==> config.mk <==
export PLATFORM = sky130hd
export DESIGN_NAME = load_store_sequencer
export DESIGN_NICKNAME = d
export VERILOG_FILES = /design/src/rtl/mem_ctrl_pkg.sv /design/src/rtl/store_merge.sv /design/src/rtl/load_store_sequencer.sv
export SDC_FILE = /design/constraint.sdc
export NUM_CORES = 1
export LEC_CHECK = 0
export ABC_AREA = 0
export CAP_MARGIN = 40
export CORE_MARGIN = 2
export CORE_UTILIZATION = 44
export DETAILED_ROUTE_END_ITERATION = 12
export PLACE_DENSITY = 0.82
export REMOVE_ABC_BUFFERS = 1
export SYNTH_ARGS = -nofsm -noshare
export SYNTH_HDL_FRONTEND = slang
export SYNTH_SLANG_ARGS = --single-unit
==> constraint.sdc <==
create_clock -name clk -period 1.7 [get_ports clk]
set_input_delay 0.255 -clock clk [delete_from_list [all_inputs] [get_ports clk]]
set_output_delay 0.255 -clock clk [all_outputs]
set_load 0.02 [all_outputs]
==> src/rtl/mem_ctrl_pkg.sv <==
`default_nettype none
// ============================================================================
// Module : mem_ctrl_pkg
// Brief  : Op codes, load-size codes and state encoding shared by the
//          load/store sequencer and the control unit.
// Rev    : 1.0
// ============================================================================
package mem_ctrl_pkg;

    localparam logic [2:0] c_OP_LW = 3'b000;
    localparam logic [2:0] c_OP_LH = 3'b001;
    localparam logic [2:0] c_OP_LB = 3'b010;
    localparam logic [2:0] c_OP_SW = 3'b100;
    localparam logic [2:0] c_OP_SH = 3'b101;
    localparam logic [2:0] c_OP_SB = 3'b110;

    localparam logic [1:0] c_LSZ_WORD = 2'b00;
    localparam logic [1:0] c_LSZ_HALF = 2'b01;
    localparam logic [1:0] c_LSZ_BYTE = 2'b10;

    typedef enum logic [2:0] {
        ST_IDLE  = 3'd0,
        ST_READ  = 3'd1,
        ST_WRITE = 3'd2,
        ST_DONE  = 3'd3,
        ST_ERR   = 3'd4
    } state_e;

    function automatic logic op_is_legal(input logic [2:0] op);
        return (op == c_OP_LW) || (op == c_OP_LH) || (op == c_OP_LB) ||
               (op == c_OP_SW) || (op == c_OP_SH) || (op == c_OP_SB);
    endfunction

    function automatic logic op_is_load(input logic [2:0] op);
        return op_is_legal(op) && !op[2];
    endfunction

    function automatic logic addr_aligned(input logic [2:0] op, input logic [1:0] lsb);
        logic ok;
        case (op)
            c_OP_LW, c_OP_SW: ok = (lsb == 2'b00);
            c_OP_LH, c_OP_SH: ok = !lsb[0];
            default:          ok = 1'b1;
        endcase
        return ok;
    endfunction

    function automatic logic [1:0] load_size(input logic [2:0] op);
        logic [1:0] sz;
        case (op)
            c_OP_LH: sz = c_LSZ_HALF;
            c_OP_LB: sz = c_LSZ_BYTE;
            default: sz = c_LSZ_WORD;
        endcase
        return sz;
    endfunction

endpackage
`default_nettype wire

==> src/rtl/store_merge.sv <==
`default_nettype none
// ============================================================================
// Module : store_merge
// Brief  : Merges store data into the memory word for sub-word stores.
// Rev    : 1.0
// ============================================================================
module store_merge (
    input  logic [2:0]  op,
    input  logic [31:0] mem_rdata,
    input  logic [31:0] wdata,
    output logic [31:0] merged
);
    import mem_ctrl_pkg::*;

    logic [31:0] w_mask;

    // Mask selects the bytes taken from the store data; the rest come from memory.
    always_comb begin
        case (op)
            c_OP_SH: w_mask = 32'h0000_FFFF;
            c_OP_SB: w_mask = 32'h0000_00FF;
            default: w_mask = 32'hFFFF_FFFF;
        endcase
    end

    assign merged = (mem_rdata & ~w_mask) | (wdata & w_mask);

endmodule
`default_nettype wire

==> src/rtl/load_store_sequencer.sv <==
`default_nettype none
// ============================================================================
// Module : load_store_sequencer
// Brief  : Sequences word/half/byte loads and stores, with read-merge-write
//          for sub-word stores and alignment/illegal-op fault reporting.
// Rev    : 1.0
// ============================================================================
module load_store_sequencer #(
    parameter int MEM_LATENCY = 1
) (
    input  logic        clk,
    input  logic        reset,
    input  logic        req,
    input  logic [2:0]  op,
    input  logic [31:0] addr,
    input  logic [31:0] wdata,
    input  logic [31:0] mem_rdata,
    output logic [31:0] mem_addr,
    output logic        mem_wr,
    output logic [31:0] mem_wdata,
    output logic [1:0]  load_size_ctrl,
    output logic        mdr_load_en,
    output logic        busy,
    output logic        done,
    output logic        error
);
    import mem_ctrl_pkg::*;

    localparam logic [1:0] c_LAST_CNT = 2'(MEM_LATENCY - 1);

    state_e      state_q, state_d;
    logic [1:0]  cnt_q, cnt_d;
    logic [2:0]  op_q, op_d;
    logic [31:0] addr_q, addr_d;
    logic [31:0] wdata_q, wdata_d;
    logic [31:0] merged_q, merged_d;

    logic [31:0] w_merged;
    logic        w_read_last;
    logic        w_is_load;

    store_merge u_store_merge (
        .op        (op_q),
        .mem_rdata (mem_rdata),
        .wdata     (wdata_q),
        .merged    (w_merged)
    );

    assign w_read_last = (cnt_q == c_LAST_CNT);
    assign w_is_load   = op_is_load(op_q);

    always_ff @(posedge clk) begin
        if (reset) begin
            state_q  <= ST_IDLE;
            cnt_q    <= '0;
            op_q     <= '0;
            addr_q   <= '0;
            wdata_q  <= '0;
            merged_q <= '0;
        end else begin
            state_q  <= state_d;
            cnt_q    <= cnt_d;
            op_q     <= op_d;
            addr_q   <= addr_d;
            wdata_q  <= wdata_d;
            merged_q <= merged_d;
        end
    end

    always_comb begin
        state_d  = state_q;
        cnt_d    = cnt_q;
        op_d     = op_q;
        addr_d   = addr_q;
        wdata_d  = wdata_q;
        merged_d = merged_q;
        case (state_q)
            ST_IDLE: begin
                if (req) begin
                    op_d    = op;
                    addr_d  = addr;
                    wdata_d = wdata;
                    cnt_d   = '0;
                    if (!op_is_legal(op) || !addr_aligned(op, addr[1:0])) begin
                        state_d = ST_ERR;
                    end else if (op == c_OP_SW) begin
                        state_d = ST_WRITE;
                    end else begin
                        state_d = ST_READ;
                    end
                end
            end
            ST_READ: begin
                if (w_read_last) begin
                    if (w_is_load) begin
                        state_d = ST_DONE;
                    end else begin
                        merged_d = w_merged;
                        state_d  = ST_WRITE;
                    end
                end else begin
                    cnt_d = cnt_q + 2'd1;
                end
            end
            ST_WRITE: state_d = ST_DONE;
            ST_DONE:  state_d = ST_IDLE;
            ST_ERR:   state_d = ST_IDLE;
            default:  state_d = ST_IDLE;
        endcase
    end

    assign busy           = (state_q != ST_IDLE);
    assign done           = (state_q == ST_DONE) || (state_q == ST_ERR);
    assign error          = (state_q == ST_ERR);
    assign mem_addr       = addr_q;
    assign mem_wr         = (state_q == ST_WRITE);
    // sw writes the raw store data; sub-word stores write the word merged in READ.
    assign mem_wdata      = mem_wr ? ((op_q == c_OP_SW) ? wdata_q : merged_q) : '0;
    assign mdr_load_en    = (state_q == ST_READ) && w_read_last && w_is_load;
    assign load_size_ctrl = (busy && w_is_load) ? load_size(op_q) : c_LSZ_WORD;

endmodule
`default_nettype wire

## After elaboration in Yosys (flattened, before gate mapping)

Index checks and enable logic that the tools add are counted.

- Shift-type cells: 0
- Magnitude comparators: 0
- Add/sub/neg operators: 1
- Eq/ne operators: 17
- Reduce and logical (&&, ||, !) cells: 33
- Multipliers: 0
- Bitwise operators: 5
- Mux-type cells: 17
- Div/mod/pow operators: 0

Operators with widths:

| cell | number |
|---|---|
| $and 32x32->32 | 2 |
| $mux 32 | 2 |
| $pmux 32 s2 | 1 |
| $not 32->32 | 1 |
| $or 32x32->32 | 1 |
| $eq 3x3->1 const B | 7 |
| $eq 3x2->1 const B | 4 |
| $logic_or 1x1->1 | 12 |
| $eq 3x1->1 const B | 3 |
| $logic_not 3->1 | 3 |
| $mux 3 | 3 |
| $pmux 3 s3 | 1 |
| $mux 2 | 4 |
| $pmux 2 s2 | 2 |
| $ne 2x2->1 const B | 3 |
| $reduce_and 3->1 | 2 |
| $logic_and 1x1->1 | 4 |
| $logic_not 1->1 | 4 |
| $logic_not 2->1 | 2 |
| $reduce_and 2->1 | 2 |
| $reduce_or 2->1 | 2 |
| $mux 1 | 3 |
| $reduce_bool 3->1 | 1 |
| $add 2x1->2 const B | 1 |
| other kinds (3) | 3 |

- Word-level logic and storage cells: 79
- Output and inout port bits: 71
- Bits in latches: 0
- Bits in writable memories: 0
- Input port bits: 102
- Register bits after elaboration: 104
- Memories: 0
- Bits in read-only memories: 0

## Depth between registers and ports, before layout

- Depth after elaboration: 11
- Mapped depth: 8
- Depth with buffers taken out: 6

## Cells and area by module

From an unflattened synthesis, not the netlist that was laid out.

- Cell total of the unflattened synthesis: 627
- Area total of the unflattened synthesis: 4662.0 um2

By module, submodules not included:

| module | sequential area each (um2) | area each (um2) | instances | cells an instance |
|---|---|---|---|---|
| load_store_sequencer | 2082.0 | 4260.3 | 1 | 591 |
| store_merge | 0.0 | 401.6 | 1 | 36 |

## Least setup slack after synthesis

Ideal clock, no wire load.

- Kind: reg2out
- Start point: reg op_q[2]
- End point: out mem_wdata[10]
- Setup slack: -0.080 ns
- Data required time: 1.445 ns
- Buffers on the path: 3
- Stages on the path, launching flop included: 7
- Arrival: 1.525 ns
- Cell sequence: dfxtp_1 -> clkbuf_1 -> and2_1 -> clkbuf_1 -> clkbuf_1 -> nand2_1 -> a21oi_1

- Cells in the longest elaborated chain, start to end: 3

Ends and longest elaborated chain:

| item | line | text |
|---|---|---|
| start: declaration | load_store_sequencer.sv:33 | `logic [2:0] op_q, op_d;` |
| start signal: assignment | load_store_sequencer.sv:63 | `op_q <= op_d;` |
| $eq 3x3->1 | load_store_sequencer.sv:118 | `assign mem_wdata = mem_wr ? ((op_q == c_OP_SW) ? wdata_q : merged_q) : '0;` |
| $mux 32 (2 in a row) | load_store_sequencer.sv:118 |  |
| end: declaration | load_store_sequencer.sv:20 | `output logic [31:0] mem_wdata,` |

No other way between the ends.

## Final worst setup path

- Start point: reg op_q[0]
- End point: out mem_wdata[27]

The elaborated chain is that of the path after synthesis.

==> impl_metrics.toml <==
[detailed_routing]
vias_per_cell = 5.26
postRouteAntennaNets = 0
first_pass_iters = 5
top_layer = "met4"
dr_wl_met3_um = 1190
wirelength_um = 14600
drt-initial-drc-count = 328
wl_met1_um = 5550
dr_wl_met2_um = 7580
remaining_drc_errors = 0
drt-wirelength-per-cell_um = 15.8
via_count = 4858

[cts]
clock_path_buffers = 2
clk_pin_slew_ns = 0.10
cts_root_buffer = "clkbuf_8"
cts_hold_buf = 0
cts_tree = "done"
htree_num_levels = 3
cts_buffers = 9
clk-insertion-delay-late_ns = 0.37
cts.sinks = 104

[floorplanning]
die-area_mm2 = 0.0113
die_x_um = 106
fp.dieH_um = 106
row_count = 37
ios = 173
core_area_mm2 = 0.0102
start_util_pct = 44.9

[timing]
rsz0062_at_grt = "true"
finalSetupViolations = 33
hold_slack_ns = 0.327
hold_viol = 0
worstMarginPinSlew_ns = 0.438
tns_ns = -2.62
setup_ws_ns = -0.131
fmax_mhz = 546
period_minus_slack_ns = 1.83
slew_violations = 0
slew_headroom_pct = 70.8
finalCritPeriodShare_pct = 108
fin_skew_ns = 0.0137

[setup_path]
critical_path_required_ns = 1.44
path_class = "reg -> out"
worstPathArrival_ns = 1.58
worstPathMaxFanout = 19
end_kind = "primary output"
cp-start-kind = "flip-flop"

[cells_and_area]
layout.cells.non_filler = 923
fin_util_pct = 69.0
fill_cells = 819
num-nets-final = 885
syn_to_final_growth_pct = 53.5
antennaDiodeCount = 0
stdcell_area_mm2 = 0.00706
drive_above_1_share_pct = 21.6

[synth]
synthCells = 611
synth_top_area_share_pct = 45.3
syn_avg_cell_area_um2 = 7.52
netlist_area_mm2 = 0.00460
ys.flop_type = "dfxtp_1"
ys_warn_count = 0
synth_area_leader_cell = "dfxtp_1"
async_flop_share_pct = 0
synthTopCellsByArea = "dfxtp_1 45%, nand2_1 19%, a21oi_1 14%"
ys_seq_elements = 104
yosys.cell_types.count = 33
synth_edf_count = 0
yosysSeqAreaShare_pct = 45.3

[hold_path]
hold_class = "in -> reg"

[placement]
place.gp.congestion = 0.843
placed_area_mm2 = 0.00652
place_ws_ns = -0.236
dp_hpwl_um = 9310
portBuffers = 164
dp_cells = 896

[global_routing]
grt_pass1_vias = 4740
grt_start_max_net_pins = 71
antenna_found_initial = 0
overflow = 0
grtUsageTotal_pct = 24.4
grt_pass1_wl_um = 22400

[pwr]
p_leak_nw = 2.58
total_power_mw = 5.54
p_per_area_mw_per_mm2 = 785
ir_drop_mv = 0.566

[status]
status = "finished with violations"
violations = "negative setup slack"

[run]
maxCapViolCount = 0
[area by class of cell]
cell class	count	area (um2)	area share (%)
Multi-Input combinational cell	454	2430	34.4
Timing Repair Buffer	208	2160	30.7
Sequential cell	104	2090	29.7
Tap cell	136	170	2.41
Clock buffer	10	138	1.95
Clock inverter	6	43.8	0.621
Inverter	5	18.8	0.266
[per-layer routing]
metal / global-route usage, % / up-vias
met3: 7.36 / 21
met1: 27.9 / 2299
met4: 6.86 / 0
met5: 0 / -
met2: 43.9 / 188
li1: - / 2350
[flip-flops by register name, indices dropped and copies added, names as in the netlist]
signal and flops:
mem_addr 32, wdata_q 32, state_q 3, merged_q 32
cnt_q 2, op_q 3
[critical path: stages (launching register included)]
cell	delay (ns)
dfxtp_2	0.34
nor2_2	0.13
and2_4	0.18
buf_12	0.16
nand2_1	0.09
a21oi_2	0.15
buf_4	0.16
[power by group]
group / internal [mW] / switching (mW) / leakage [nW] / total [mW]
sequential: 2.59 / 0.106 / 0.852 / 2.70
combinational: 0.671 / 0.730 / 1.64 / 1.40
clock: 0.579 / 0.859 / 0.0926 / 1.44
total: 3.84 / 1.70 / 2.58 / 5.54
[synthesized netlist by cell type (all sizes together) (2+ instances only)]
master	instances
mux2i	8
nand3	5
buf	19
nand3b	3
nand2	237
nor3b	4
clkbuf	29
nor2	29
a21oi	126
dfxtp	104
inv	5
nor3	2
and2	3
nor4b	2
a211oi	24
[logic make-up (layout without fill, tap and decap cells)]
kind of cell / count (synthesis) / after routing / synth area share (%)
compound gates: 155 / 155 / 21.1
fa+ha+maj: 1 / 1 / 0.272
simple gates: 289 / 289 / 25.6
flops: 104 / 104 / 45.3
buf+inv: 53 / 229 / 5.80
mux: 8 / 8 / 1.74
xor+xnor: 1 / 1 / 0.191
[path summary, 6_finish.rpt]
check,start,endpoint,slack (ns),cells after the start
setup / recovery,op_q[0],mem_wdata[27],-0.13,6
hold / removal,reset,op_q[0],0.33,2
setup reg to reg,state_q[1],merged_q[22],0.04,8
hold reg to reg,mem_addr[29],mem_addr[29],0.46,2
[cell usage in the layout (no fill, tap or decap), drive strengths merged]
cell	Yosys	routed
nand2	237	237
a21oi	126	126
clkdlybuf4s50	0	124
dfxtp	104	104
buf	19	80
nor2	29	29
a211oi	24	24
clkbuf	29	13
mux2i	8	8
inv	5	6
nand3	5	5
nor3b	4	4
clkinv	0	4
nand3b	3	3
and2	3	3
nor4b	2	2
nor3	2	2
o21bai	1	1
xor2	1	1
a311oi	1	1
o21ai	1	1
and3b	1	1
nor2b	1	1
nand2b	1	1
o31ai	1	1
or3	1	1
a41oi	1	1
ha	1	1
clkinvlp	0	1
dlygate4sd2	0	1
[what timing repair did]
action,CTS,global route
cloned,1,3
endpoints found under the setup margin,48,103
gates resized for setup,214,52
buffers inserted,2,6
pin swaps,1,25
Note: power is estimated with default switching activity, not from simulation.
